<file path="src/rtl/queue_seq_ctrl.sv">
// queue_seq_ctrl: write/read address sequencer for a circular sample queue
// feeding a FIR engine. Each qualified rising edge of the codec strobe
// produces a one-cycle queue write. Once the queue is full, every write
// launches a TAPS-cycle read burst that starts at the oldest sample.
// Optional feature: define SEQ_OVERRUN_EN to add the sticky 'overrun' output,
// which flags a write landing while a read burst is in progress.
module queue_seq_ctrl #(
    parameter int DEPTH = 1024,
    parameter int TAPS = 1021,
    parameter int DECIM = 2,
    localparam int ADDR_W = $clog2(DEPTH)
) (
    input  logic              clk,
    input  logic              rst,
    input  logic              valid,
    output logic              wrt_smpl,
    output logic [ADDR_W-1:0] wr_addr,
    output logic [ADDR_W-1:0] rd_addr,
    output logic              sequencing,
    output logic              AMP_ON
`ifdef SEQ_OVERRUN_EN
    ,
    output logic              overrun
`endif
);

    localparam int TAP_W = $clog2(TAPS + 1);
    localparam logic [ADDR_W:0] FILL_MAX = (ADDR_W + 1)'(DEPTH);
    localparam logic [TAP_W-1:0] LAST_TAP = TAP_W'(TAPS - 1);

    // Reject configurations the address arithmetic cannot support
    generate
        if (DEPTH < 4 || (DEPTH & (DEPTH - 1)) != 0) begin : g_bad_depth
            $error("queue_seq_ctrl: DEPTH must be a power of 2 and at least 4");
        end
        if (TAPS < 1 || TAPS >= DEPTH) begin : g_bad_taps
            $error("queue_seq_ctrl: TAPS must satisfy 1 <= TAPS < DEPTH");
        end
        if (DECIM != 1 && DECIM != 2) begin : g_bad_decim
            $error("queue_seq_ctrl: DECIM must be 1 or 2");
        end
    endgenerate

    typedef enum logic {
        IDLE = 1'b0,
        SEQ  = 1'b1
    } state_t;

    state_t state;
    state_t state_next;

    logic              valid_d;
    logic              phase;
    logic              edge_det;
    logic              qual_edge;
    logic [ADDR_W-1:0] new_ptr;
    logic [ADDR_W-1:0] rd_ptr;
    logic [ADDR_W:0]   fill_cnt;
    logic [TAP_W-1:0]  tap_cnt;
    logic              queue_full;
    logic              start_burst;

    assign edge_det    = valid & ~valid_d;
    assign qual_edge   = (DECIM == 1) ? edge_det : (edge_det & phase);
    assign queue_full  = (fill_cnt == FILL_MAX);
    assign start_burst = wrt_smpl & queue_full & (state == IDLE);

    // Edge detection, decimation phase and the queue write side
    always_ff @(posedge clk) begin
        if (rst) begin
            valid_d  <= 1'b1;
            phase    <= 1'b0;
            wrt_smpl <= 1'b0;
            wr_addr  <= '0;
            new_ptr  <= '0;
            fill_cnt <= '0;
        end else begin
            valid_d  <= valid;
            wrt_smpl <= qual_edge;
            if (edge_det) begin
                phase <= ~phase;
            end
            if (qual_edge) begin
                wr_addr <= new_ptr;
                new_ptr <= new_ptr + 1'b1;
                if (!queue_full) begin
                    fill_cnt <= fill_cnt + 1'b1;
                end
            end
        end
    end

    // Sequencer state register
    always_ff @(posedge clk) begin
        if (rst) begin
            state <= IDLE;
        end else begin
            state <= state_next;
        end
    end

    // Next state: a write into a full queue launches a burst of TAPS reads
    always_comb begin
        state_next = state;
        case (state)
            IDLE: if (start_burst) state_next = SEQ;
            SEQ:  if (tap_cnt == LAST_TAP) state_next = IDLE;
            default: state_next = IDLE;
        endcase
    end

    // Read pointer and tap counter for the burst in progress
    always_ff @(posedge clk) begin
        if (rst) begin
            rd_ptr  <= '0;
            tap_cnt <= '0;
        end else if (start_burst) begin
            rd_ptr  <= new_ptr;
            tap_cnt <= '0;
        end else if (state == SEQ) begin
            rd_ptr  <= rd_ptr + 1'b1;
            tap_cnt <= tap_cnt + 1'b1;
        end
    end

    // Sticky fill indication, set the cycle after the queue becomes full
    always_ff @(posedge clk) begin
        if (rst) begin
            AMP_ON <= 1'b0;
        end else begin
            AMP_ON <= AMP_ON | queue_full;
        end
    end

`ifdef SEQ_OVERRUN_EN
    // Sticky flag for a write that lands while a burst is reading the queue
    always_ff @(posedge clk) begin
        if (rst) begin
            overrun <= 1'b0;
        end else begin
            overrun <= overrun | (wrt_smpl & (state == SEQ));
        end
    end
`endif

    // Read-side outputs, parked at zero outside a burst
    always_comb begin
        sequencing = 1'b0;
        rd_addr    = '0;
        if (state == SEQ) begin
            sequencing = 1'b1;
            rd_addr    = rd_ptr;
        end
    end

endmodule

</file>
<file path="config.mk">
export PLATFORM = sky130hd
export DESIGN_NAME = queue_seq_ctrl
export DESIGN_NICKNAME = d
export VERILOG_FILES = /design/src/rtl/queue_seq_ctrl.sv
export SDC_FILE = /design/constraint.sdc
export NUM_CORES = 1
export LEC_CHECK = 0
export ABC_CLOCK_PERIOD_IN_PS = 2140
export BUFFER_PORTS_ARGS = -buffer_cell sky130_fd_sc_hd__buf_4
export CAP_MARGIN = 25
export CORE_UTILIZATION = 38
export CTS_BUF_LIST = sky130_fd_sc_hd__clkbuf_4 sky130_fd_sc_hd__clkbuf_8
export CTS_CLUSTER_DIAMETER = 60
export CTS_CLUSTER_SIZE = 12
export DETAILED_ROUTE_END_ITERATION = 8
export GPL_TIMING_DRIVEN = 0
export SYNTH_ARGS = -nofsm -noshare
export SYNTH_HDL_FRONTEND = slang
export SYNTH_SLANG_ARGS = --single-unit
</file>
<file path="constraint.sdc">
create_clock -name clk -period 2.14 [get_ports clk]
set_clock_uncertainty 0.05 [all_clocks]
set_input_delay 0 -clock clk [delete_from_list [all_inputs] [get_ports clk]]
set_output_delay 0 -clock clk [all_outputs]
set_load 0.1 [all_outputs]
</file>
# Yosys cells after proc, flatten, opt, wreduce, memory -nomap -nowiden
# Index checks and enable logic that the tools add are counted.
dict set report word_totals {
  wordCells 35
  in_bits 3
  output_inout_bits 23
  reg_bits 56
}
dict set report op_classes {
  n_bitwise 9
  eq_ne 2
  reduce_logical 3
  add_sub_neg 4
  muxes 7
}
# operator count
set op_table {}
lappend op_table {{$add A10 B1 Y10 const B} 3}
lappend op_table {{$mux W10} 3}
lappend op_table {{$add A11 B1 Y11 const B} 1}
lappend op_table {{$eq A11 B11 Y1 const B} 1}
lappend op_table {{$eq A10 B10 Y1 const B} 1}
lappend op_table {{$and A1 B1 Y1} 4}
lappend op_table {{$not A1 Y1} 4}
lappend op_table {{$mux W1} 3}
lappend op_table {{$pmux W1 S2} 1}
lappend op_table {{$reduce_and A2 Y1} 1}
lappend op_table {{$reduce_bool A2 Y1} 1}
lappend op_table {{$reduce_or A2 Y1} 1}
lappend op_table {{$or A1 B1 Y1} 1}

# Longest topological paths before layout
# Gate-level depths: netlist of run 1.
dict set report logic_depth {
  depth_word 5
  depth_mapped 7
}

# Least setup slack after synthesis of run 1
# No wires, ideal clock.
dict set report synth_timing {
  path_type {reg2reg}
  start {register state}
  end {register rd_ptr[4]}
  arrival_ns 2.575
  setup_time_ns 0.086
  path_slack_ns -0.570
  t_required_ns 2.004
  stages_incl_launch_ff 6
  path_buffers 1
  path_cell_list {dfxtp_1 -> buf_2 -> and2_1 -> nand3_1 -> xor2_1 -> a211oi_1}
}
dict set report synth_via {
  elab_chain_cells 3
}
# element line_no
set synth_lines {}
lappend synth_lines {{start: declaration} 49} ;# state_t state;
lappend synth_lines {{start signal: assignment} 98} ;# state <= state_next;
lappend synth_lines {{$not A1 Y1} n/a}
lappend synth_lines {{$and A1 B1 Y1} 66} ;# assign start_burst = wrt_smpl & queue_full & (state == IDLE);
lappend synth_lines {{$mux W10 or $reduce_bool A2 Y1 (tied branches)} n/a}
lappend synth_lines {{end signal: assignment} 118} ;# rd_ptr <= new_ptr;
lappend synth_lines {{end signal: assignment} 121} ;# rd_ptr <= rd_ptr + 1'b1;
lappend synth_lines {{end: declaration} 57} ;# logic [ADDR_W-1:0] rd_ptr;
# Parallel ways exist; a longest one is shown, timed or not.
# A chain may end at the register's enable or synchronous reset.

# Worst setup path after layout of run 1
dict set report layout_timing {
  start {register fill_cnt[5]}
  end {register tap_cnt[0]}
}
dict set report layout_via {
  elab_chain_cells 4
}
# element line_no
set layout_lines {}
lappend layout_lines {{start: declaration} 58} ;# logic [ADDR_W:0] fill_cnt;
lappend layout_lines {{start signal: assignment} 87} ;# fill_cnt <= fill_cnt + 1'b1;
lappend layout_lines {{$eq A11 B11 Y1} 65} ;# assign queue_full = (fill_cnt == FILL_MAX);
lappend layout_lines {{$and A1 B1 Y1 (2 in a row)} 66}
lappend layout_lines {{$reduce_or A2 Y1 (no source line)} n/a}
lappend layout_lines {{end signal: assignment} 122} ;# tap_cnt <= tap_cnt + 1'b1;
lappend layout_lines {{end: declaration} 59} ;# logic [TAP_W-1:0] tap_cnt;
# No other way between the ends.

==> summary.txt, run 1 <==
STA
  • Final Max Slew Viols: 0
  • Slew @ Worst Pin: 0.585 ns
  • Setup tns final: 0 ns
  • Highest Clock Rate: roughly 540 MHz
  • Endpoints failing hold: 0
  • Post-route clock period utilization: a little under nine tenths
  • Tmin final: between 1.5 and 2 ns
  • RSZ-0062 raised after global routing: false
  • Final Setup Violations: 0
  • Relative slew slack: between 60% and 70%
  • Hold WS: ~0.18 ns

Global routing
  • GR Util met1: about a quarter
  • Vias in the first global route: approximately 2k
  • First-pass GRT wire length: between 9000 and 10000 µm
  • Total gr overflow: 0
  • Met2 global-route usage: between 20% and 30%
  • Initial antenna violation count: 0
  • Largest net degree at the start of global routing: 20
  • GR peak layer: met2
  • Gr usage total: 16.5%
  • Met3 Usage GRT: 2.92%

CTS
  • CTS tree: yes
  • Depth of the CTS H-tree: 2
  • Sink Count: 56
  • Worst-skew pair later-pin latency: ~0.32 ns
  • Post_cts resized: 0
  • Deepest clock path buffer count: 2
  • Total CTS buffers: 5
  • Post-CTS Setup Bufs: 0
  • Worst-path clk slew: 0.11 ns
  • Root buffer cell: clkbuf_8

Routing
  • DR vias: 2171
  • Final ANT Viol Nets: 0
  • Final WL: between 5000 and 6000 µm
  • Routed vias/inst: between 5 and 6
  • 1st-pass router iterations: 6
  • Residual DRC: 0
  • Wire per inst: 13.5 µm
  • Initial DRC Count: 95

Logic synthesis
  • Async SR Flop Fraction: 0%
  • Post-synth EDFFs: 0
  • YS warnings: 0
  • Largest area contributor in the netlist: dfxtp_1
  • Area contributors post-synth: dfxtp_1 43%, xnor2_1 6.0%, nor2_1 5.7%
  • Avg Inst Size Synth: 8.54 µm²
  • Cells after Synth: between 300 and 400
  • #FFs+latches synth: between 50 and 60
  • Most instantiated library cell after synthesis: dfxtp_1
  • Seq/Total Area, Yosys: 42.9%
  • Post-synth top cells: 56 x dfxtp_1, 40 x nor2_1, 34 x nand2_1
  • Mux cell area share after synthesis: 1.92%
  • Compound-Gate Fraction of Synth Area: under 10%
  • Synth Area in Simple Gates: a little under 30%
  • Largest family of logic cells by synthesized area: simple AND/OR/NAND/NOR gates
  • Synth Area in XOR/XNOR: between 10% and 20%
  • Share of the synthesized area in the top cell type: between 40% and 50%
  • Synth Area in Adders: 2.87%
  • Net Count, Synth: between 300 and 400
  • Post-Synthesis Cell Area: 2610 µm²
  • Synth cell types: 40
  • Post-synth top flop: dfxtp_1

Power and ir drop
  • Peak supply drop: ~0.23 mV
  • Pwr Density: ~570 nW/µm²
  • LEAKAGE: around 0.0011 µW

Flow run
  • Max_cap viols: 0

Critical path
  • Crit path DAT: roughly 2.0 ns
  • Req. time, crit path: 2.30 ns
  • Worst setup SP type: register
  • Crit path kind: reg2reg
  • CP Capture Type: register
  • CP max FO: 10
  • R2R depth: 4

Placed design
  • Post-DP HPWL: between 3000 and 4000 µm
  • GP Congestion: between 0.7 and 0.8
  • Placed Area: around 2900 µm²
  • IO Port Bufs: 24

Floorplanning
  • Core area: roughly 6500 µm²
  • Initial core utilization: around two fifths
  • Vert. Die Dim: 84.9 µm
  • Num rows: 29
  • Die Area: 7210 µm²
  • Width of the chip: ~85 µm
  • # IOs: 26

Cells and area
  • Layout Nets: ~350
  • Antenna cells: 0
  • Final instance area: 3000 µm²
  • Layout cells sized above 1: roughly 14%
  • Synthesis-to-finish area growth: 14.8%

Run status
  • Status: completed

Min path
  • Worst hold path class: in2reg
  • Worst Hold Depth: 3
[cells by family after synthesis]
family | count (synthesis)
AO/OA/AOI/OAI | 39
adder cells (fa/ha/maj) | 6
flip-flops | 56
XOR/XNOR | 30
AND/OR/NAND/NOR | 144
multiplexers | 5
buffers and inverters | 26
[area by class of cell]
| class | count | area [µm²] |
|---|---|---|
| plain buffers | 15 | 60.1 |
| clock buffers | 5 | 68.8 |
| clock inverters | 3 | 26.3 |
| fillers | 643 | 3500 |
| inverters | 11 | 41.3 |
| multi-input cells | 224 | 1390 |
| flip-flops and latches | 56 | 1120 |
| well taps | 77 | 96.3 |
| repair buffers | 25 | 190 |
[state kept, by name, summed over array words and instances, names as in the netlist]
signal	flops
fill_cnt	11
wrt_smpl	1
AMP_ON	1
state	1
phase	1
rd_ptr	10
wr_addr	10
tap_cnt	10
valid_d	1
new_ptr	10
[power by group]
group / internal [µW] / total [µW] / switching, µW
sequential: 1040 / 1050 / 3.18
combinational: 11.5 / 40.3 / 28.8
clock: 242 / 624 / 382
total: 1300 / 1710 / 414
[final timing paths]
check	startpoint	end	slack, ns
hold reg to reg	wr_addr[3]$_SDFFE_PP0N_	wr_addr[3]$_SDFFE_PP0N_	0.41
hold / removal	rst	fill_cnt[10]$_SDFFE_PP0P_	0.18
setup / recovery	fill_cnt[5]$_SDFFE_PP0P_	tap_cnt[0]$_SDFFE_PP0P_	0.30
setup reg to reg	fill_cnt[5]$_SDFFE_PP0P_	tap_cnt[0]$_SDFFE_PP0P_	0.30
[metrics by stage]
step                      instances  power [µW]  setup WS, ns  util [%]
after floorplan                 306        1100         0.105         -
after global placement          407        1110         0.355      44.6
after detailed placement        407        1110         0.306      44.6
after CTS                       416        1730         0.293      46.2
after global routing            416        1770         0.195      46.2
final                           416        1710         0.298      46.2
[worst max-delay path, stage by stage (launching register included)]
cell and delay [ns]:
dfxtp_1 0.39, nor4_4 0.57, nand4_2 0.36, nand2_2 0.29, nor2_1 0.08
[placed cells by master (no fill, tap or decap), drive strengths merged, types with 6 or more instances in the layout]
master / instances
nor2: 40
nand4: 13
buf: 28
nand2: 35
ha: 6
xnor2: 18
nand3: 14
xor2: 12
and2: 10
a211oi: 7
a21oi: 19
clkbuf: 16
dfxtp: 56
inv: 13
nor3: 9
[what timing repair did]
item / CTS / global route
setup endpoints to repair: 0 / 0
endpoints found under the hold margin: 1 / 0
hold buffers: 1 / 0
[metal layers]
metal  vias to the layer above  share of wire, %
li1                       1114                 -
met1                      1018                53
met2                        35                43
met3                         4               3.1
met4                         0              0.93
met5                         -                 0
(Power assumes the default switching activity.)
==> inputs of run 2 (changes only) <==
--- a/config.mk
+++ b/config.mk
@@ -5,13 +5,13 @@
 export SDC_FILE = /design/constraint.sdc
 export NUM_CORES = 1
 export LEC_CHECK = 0
-export ABC_CLOCK_PERIOD_IN_PS = 2140
+export ABC_CLOCK_PERIOD_IN_PS = 1700
 export BUFFER_PORTS_ARGS = -buffer_cell sky130_fd_sc_hd__buf_4
 export CAP_MARGIN = 25
 export CORE_UTILIZATION = 38
 export CTS_BUF_LIST = sky130_fd_sc_hd__clkbuf_4 sky130_fd_sc_hd__clkbuf_8
 export CTS_CLUSTER_DIAMETER = 60
-export CTS_CLUSTER_SIZE = 12
+export CTS_CLUSTER_SIZE = 10
 export DETAILED_ROUTE_END_ITERATION = 8
 export GPL_TIMING_DRIVEN = 0
 export SYNTH_ARGS = -nofsm -noshare
==> constraint.sdc (replaced) <==
create_clock -name clk -period 1.7 [get_ports clk]
set_clock_uncertainty 0.05 [all_clocks]
set_input_delay 0 -clock clk [delete_from_list [all_inputs] [get_ports clk]]
set_output_delay 0 -clock clk [all_outputs]
set_load 0.1 [all_outputs]
==> run 2 against run 1 <==
Effect of this change:
- the run now ends with DRC left
- via count fell by 0.37%
- clock power rose by 28%
- register-to-register slack got worse by 0.23 ns
- routed wire length rose by 2.0%
- power rose by 26%
- utilization rose by 1.8 points
- worst hold slack got worse by 0.0032 ns
- largest cell class unchanged
==> summary.txt, run 2 (same netlist as run 1, synthesis figures left out) <==
Run status
  • Status: complete, but fails checks
  • Failing checks: DRC

Cells and area
  • Final instance area: between 3000 and 4000 µm²
  • Largest register FFs: 11
  • Layout cells sized above 1: 21.5%
  • Register area: about 1100 µm²
  • Layout Nets: between 300 and 400
  • Synthesis-to-finish area growth: 19.3%
  • Largest Register: fill_cnt
  • Antenna cells: 0
  • Most frequent cells in the layout: 51 x dfxtp_1, 39 x nor2_1, 34 x nand2_1
  • Commonest non-fill, non-tap cell in the layout: dfxtp_1
  • FILL cells: 650
  • Area of the multi-input gates: approximately 1500 µm²

Routing
  • DR vias: around 2.2k
  • Final ANT Viol Nets: 0
  • Residual DRC: 1
  • 1st-pass router iterations: 6
  • Final WL: approximately 5700 µm
  • Wire per inst: between 10 and 15 µm
  • Routed vias/inst: ~5.1
  • Initial DRC Count: 108

STA
  • Final Max Slew Viols: 0
  • Highest Clock Rate: 613 MHz
  • Endpoints failing hold: 0
  • RSZ-0062 raised after global routing: true
  • Relative slew slack: 62.2%
  • Final Setup Violations: 0
  • Slew @ Worst Pin: 0.566 ns
  • Tmin final: roughly 1.6 ns
  • Post-route clock period utilization: a little over nine tenths
  • Final setup margin: a little under 0.07 ns

Critical path
  • Req. time, crit path: 1.91 ns
  • R2R Setup Slk: 0.07 ns
  • CP Capture Type: register
  • R2R depth: 5
  • RR Startpoint: rd_ptr[0]$_SDFFE_PP0P_
  • Crit path DAT: around 1.8 ns
  • Crit path kind: reg2reg
  • R2R Path End: rd_ptr[8]$_SDFFE_PP0P_
  • CP max FO: 6
  • Worst setup SP type: register

Placed design
  • Post-DP HPWL: 4010 µm
  • IO Port Bufs: 24
  • Worst slack at placement: -0.108 ns
  • Placed Area: roughly 2900 µm²
  • GP Congestion: ~0.78

Power and ir drop
  • Net Sw Frac: roughly 23%
  • Seq pwr share: between 60% and 70%
  • Power Total: ~2200 µW
  • LEAKAGE: between 0.001 and 0.0015 µW
  • Internal: approximately 1700 µW
  • Clk network pwr share: 36.8%
  • Pwr Density: roughly 690 nW/µm²
  • Sw power: 502 µW
  • Peak supply drop: approximately 0.37 mV
  • Logic pwr share: ~2.4%

Global routing
  • Vias in the first global route: 1940
  • Largest net degree at the start of global routing: 18
  • GR Util met1: 23.8%
  • Met3 Usage GRT: about 3%
  • Initial antenna violation count: 0
  • Total gr overflow: 0
  • GR peak layer: met2
  • Gr usage total: between 15 and 20%
  • Met2 global-route usage: about a quarter
  • First-pass GRT wire length: 9600 µm

Floorplanning
  • Vert. Die Dim: about 85 µm
  • Initial core utilization: about two fifths
  • Core area: 6490 µm²
  • Width of the chip: ~85 µm
  • Die Area: about 7000 µm²
  • Num rows: 29
  • # IOs: 26

Min path
  • HP Start: rst
  • Hold endpoint: fill_cnt[10]$_SDFFE_PP0P_
  • Worst Hold Depth: 3
  • Worst hold path class: in2reg

CTS
  • Sink Count: 56
  • Depth of the CTS H-tree: 2
  • Total CTS buffers: 5
  • Worst-skew pair later-pin latency: 0.31 ns
  • CTS tree: yes
  • Deepest clock path buffer count: 2
  • Root buffer cell: clkbuf_8
  • Worst-path clk slew: 0.11 ns

Flow run
  • Max_cap viols: 0
## run 2: changes by cell type in the layout (fill, tap and decap cells not counted), moves of 3 or more
cell / previous run / this run
and2_1: 9 / 1
buf_4: 24 / 29
dfxtp_1: 55 / 51
clkbuf_2: 0 / 3
clkbuf_1: 11 / 7
and2_4: 0 / 7
## run 2: repair_timing
item / in CTS / in global routing
hold endpoints to repair: 1 / 0
pin swaps: 2 / 2
hold buffers: 1 / 0
gates resized for setup: 3 / 17
setup endpoints to repair: 29 / 37
setup buffers: 4 / 1
## run 2: power groups by stage
| stage | registers [µW] | logic [µW] | clock network (µW) |
|---|---|---|---|
| 6_report | 1320 | 52.0 | 796 |
| 5_1_grt | 1320 | 58.4 | 857 |
| 4_1_cts | 1320 | 50.9 | 804 |
| 3_5_place_dp | 1350 | 48.7 | 0 |
| 3_3_place_gp | 1350 | 48.7 | 0 |
| 2_1_floorplan | 1350 | 31.8 | 0 |
## run 2: worst max-delay path by stage
stage,startpoint,endpoint,slack (ns),cells past startpoint
floorplan,state$_SDFF_PP0_,rd_ptr[4]$_SDFFE_PP0P_,0.001,5
global placement,fill_cnt[5]$_SDFFE_PP0P_,tap_cnt[8]$_SDFFE_PP0P_,-0.09,4
detailed placement,fill_cnt[5]$_SDFFE_PP0P_,tap_cnt[9]$_SDFFE_PP0P_,-0.11,4
CTS,fill_cnt[0]$_SDFFE_PP0P_,rd_ptr[9]$_SDFFE_PP0P_,0.01,7
global route,fill_cnt[0]$_SDFFE_PP0P_,rd_ptr[9]$_SDFFE_PP0P_,-0.03,7
finish,rd_ptr[0]$_SDFFE_PP0P_,rd_ptr[8]$_SDFFE_PP0P_,0.07,5
## run 2: worst max-delay path, cell delays in order, from the launching register on
cell and delay, ns:
dfxtp_1 0.47, ha_2 0.27, nand4_1 0.11, or3_1 0.33, a31oi_1 0.17, o311a_1 0.17
## run 2: metal layers
layer  part of all wire, %  routed length [µm]
met3                   2.2                 124
met2                    44                2520
met4                   1.2                  68
met5                     0                   0
met1                    53                3020
## run 2: layout make-up
class | count | area share, %
Multi-Input combinational cell | 224 | 46.6
Sequential cell | 56 | 36.3
Timing Repair Buffer | 30 | 7.31
Tap cell | 77 | 3.09
Clock buffer | 6 | 2.65
Buffer | 15 | 2.25
Inverter | 11 | 1.33
Clock inverter | 2 | 0.442
## run 2: through the flow
step	hold slack (ns)	util [%]	TNS, ns	cells
final	0.180	48.0	0	421
after global routing	0.236	48.0	-0.0443	421
after CTS	0.175	47.2	0	420
after detailed placement	0.181	45.0	-1.09	407
after global placement	0.172	45.0	-0.916	407
after floorplan	0.0566	-	0	306
==> inputs of run 3 (changes only) <==
--- a/config.mk
+++ b/config.mk
@@ -6,14 +6,16 @@
 export NUM_CORES = 1
 export LEC_CHECK = 0
 export ABC_CLOCK_PERIOD_IN_PS = 1700
-export BUFFER_PORTS_ARGS = -buffer_cell sky130_fd_sc_hd__buf_4
 export CAP_MARGIN = 25
 export CORE_UTILIZATION = 38
 export CTS_BUF_LIST = sky130_fd_sc_hd__clkbuf_4 sky130_fd_sc_hd__clkbuf_8
 export CTS_CLUSTER_DIAMETER = 60
 export CTS_CLUSTER_SIZE = 10
 export DETAILED_ROUTE_END_ITERATION = 8
+export DONT_BUFFER_PORTS = 1
 export GPL_TIMING_DRIVEN = 0
+export REMOVE_ABC_BUFFERS = 1
+export SKIP_CTS_REPAIR_TIMING = 1
 export SYNTH_ARGS = -nofsm -noshare
 export SYNTH_HDL_FRONTEND = slang
 export SYNTH_SLANG_ARGS = --single-unit
==> run 3 against run 2 <==
Effect of this change:
- the flow now finishes without violations
- critical path depth down 4
- via count is 3.6% lower
- clock power shrank 0.6%
- sequential share of layout area rose by 1.4 points
- worst setup slack got worse by 0.032 ns
- sequential power barely moved
- non-clock buffer count decreased by 30
- largest cell class unchanged
==> summary.txt, run 3 (same netlist as run 1, synthesis figures left out) <==
Run status
  • Status: completed

Power and ir drop
  • Logic pwr share: under 10%
  • Seq pwr share: 61.0%
  • Net Sw Frac: 24.4%
  • Pwr Density: just over 700 nW/µm²
  • Clk network pwr share: a little over a third
  • Peak supply drop: roughly 0.36 mV
  • LEAKAGE: slightly above 0.001 µW
  • Power Total: approximately 2200 µW
  • Internal: between 1500 and 2000 µW
  • Sw power: 527 µW

Routing
  • DR vias: between 2k and 2.5k
  • Wire per inst: between 10 and 15 µm
  • Initial DRC Count: about 100
  • 1st-pass router iterations: 7
  • Routed vias/inst: around 5.3
  • Final ANT Viol Nets: 0
  • Residual DRC: 0
  • Final WL: between 5000 and 6000 µm
  • Routed met2 length: about 2600 µm
  • Highest metal used: met4
  • Met1 Wirelength: ~2700 µm
  • Metal3 WL: roughly 300 µm

Floorplanning
  • Width of the chip: roughly 85 µm
  • Die Area: 7210 µm²
  • Initial core utilization: 40.2%
  • # IOs: 26
  • Num rows: 29
  • Vert. Die Dim: ~85 µm
  • Core area: between 6000 and 7000 µm²

STA
  • Slew @ Worst Pin: around 1.0 ns
  • Highest Clock Rate: 601 MHz
  • Post-route clock period utilization: 97.8%
  • Final setup margin: ~0.037 ns
  • Relative slew slack: 30.6%
  • Final Max Slew Viols: 0
  • Final Setup Violations: 0
  • Tmin final: between 1.5 and 2 ns
  • RSZ-0062 raised after global routing: true
  • Endpoints failing hold: 0

Cells and area
  • Largest Register: fill_cnt
  • Layout cells sized above 1: around 16%
  • Antenna cells: 0
  • FILL cells: around 630
  • Area of the multi-input gates: roughly 1500 µm²
  • Layout Nets: around 320
  • Final Non-Filler Cells: 392
  • Largest register FFs: 11
  • Synthesis-to-finish area growth: 14.7%
  • Most frequent cells in the layout: 51 x dfxtp_1, 39 x nor2_1, 34 x nand2_1
  • Commonest non-fill, non-tap cell in the layout: dfxtp_1
  • Post-Route Utilization: 46.1%
  • Register area: roughly 1100 µm²

Flow run
  • Max_cap viols: 0

Global routing
  • Largest net degree at the start of global routing: 46
  • Total gr overflow: 0
  • Gr usage total: approximately 15%
  • Vias in the first global route: about 1.8k
  • First-pass GRT wire length: approximately 8800 µm
  • Initial antenna violation count: 0

CTS
  • Total CTS buffers: 5
  • Worst-path clk slew: 0.11 ns
  • Sink Count: 56
  • Worst-skew pair later-pin latency: roughly 0.33 ns
  • Root buffer cell: clkbuf_8
  • CTS tree: yes
  • Depth of the CTS H-tree: 2
  • Deepest clock path buffer count: 2

Critical path
  • CP max FO: 11
  • Crit path DAT: 1.61 ns
  • CP Capture Type: primary output
  • Req. time, crit path: between 1.5 and 2 ns
  • Family with the most delay on the worst path: simple AND/OR/NAND/NOR gates
  • Slowest CP cell: and2_1
  • Crit path kind: reg2out
  • Critical Path Max Stage Delay: 0.84 ns
  • Worst setup SP type: register
  • CP cell instances: and2_1
  • Buf/Inv on CP: 0

Placed design
  • DP Cell Count: about 370
  • Post-DP HPWL: approximately 3600 µm
  • IO Port Bufs: 0
  • GP Congestion: approximately 0.79
  • Worst slack at placement: -0.558 ns

Min path
  • Worst hold path class: in2reg
run 3: changes by cell type in the layout (fill, tap and decap cells not counted), sizes merged:
cell	change
clkinvlp	+1
buf	-19
dlygate4sd3	+1
nand3b	+1
clkbuf	-13
run 3: final timing paths:
check	slack (ns)	cells after the start	end	start
setup reg to reg	0.05	5	rd_ptr[4]$_SDFFE_PP0P_	state$_SDFF_PP0_
setup / recovery	0.04	1	rd_addr[0]	state$_SDFF_PP0_
hold / removal	0.05	4	wr_addr[5]$_SDFFE_PP0N_	valid
hold reg to reg	0.48	2	tap_cnt[9]$_SDFFE_PP0P_	tap_cnt[9]$_SDFFE_PP0P_
run 3: routing by layer:
layer	up-vias	track usage, %
met4	0	5.08
li1	1069	-
met1	969	19.8
met5	-	0
met2	46	24.5
met3	2	5.06
run 3: per-stage QoR:
| step | hold WS (ns) | setup TNS, ns | area (µm²) |
|---|---|---|---|
| finish | 0.0494 | 0 | 3000 |
| global route | 0.0828 | -0.0639 | 3000 |
| CTS | -0.332 | -9.19 | 2810 |
| detailed placement | 0.0299 | -6.26 | 2710 |
| global placement | 0.0271 | -27.56 | 2650 |
| floorplan | 0.0191 | -16.00 | 2550 |
run 3: worst min-delay path: cells and delay by family:
kind | cells | cell delay (ns)
buf+inv | 1 | 0.17
compound gates | 1 | 0.06
simple gates | 2 | 0.16
run 3: layout make-up:
type                    instances  area share (%)
clock buffers                   5            2.30
clock inverters                 3           0.919
inverters                      11            1.38
flip-flops and latches         56            37.7
repair buffers                 15            5.56
multi-input cells             225            48.9
well taps                      77            3.22
run 3: power by group through the flow:
stage / sequential, µW / clock, µW / combinational (µW)
4_1_cts: 1320 / 824 / 24.8
3_3_place_gp: 1350 / 0 / 21.5
6_report: 1320 / 791 / 53.0
5_1_grt: 1320 / 857 / 59.0
2_1_floorplan: 1350 / 0 / 17.6
3_5_place_dp: 1350 / 0 / 24.8
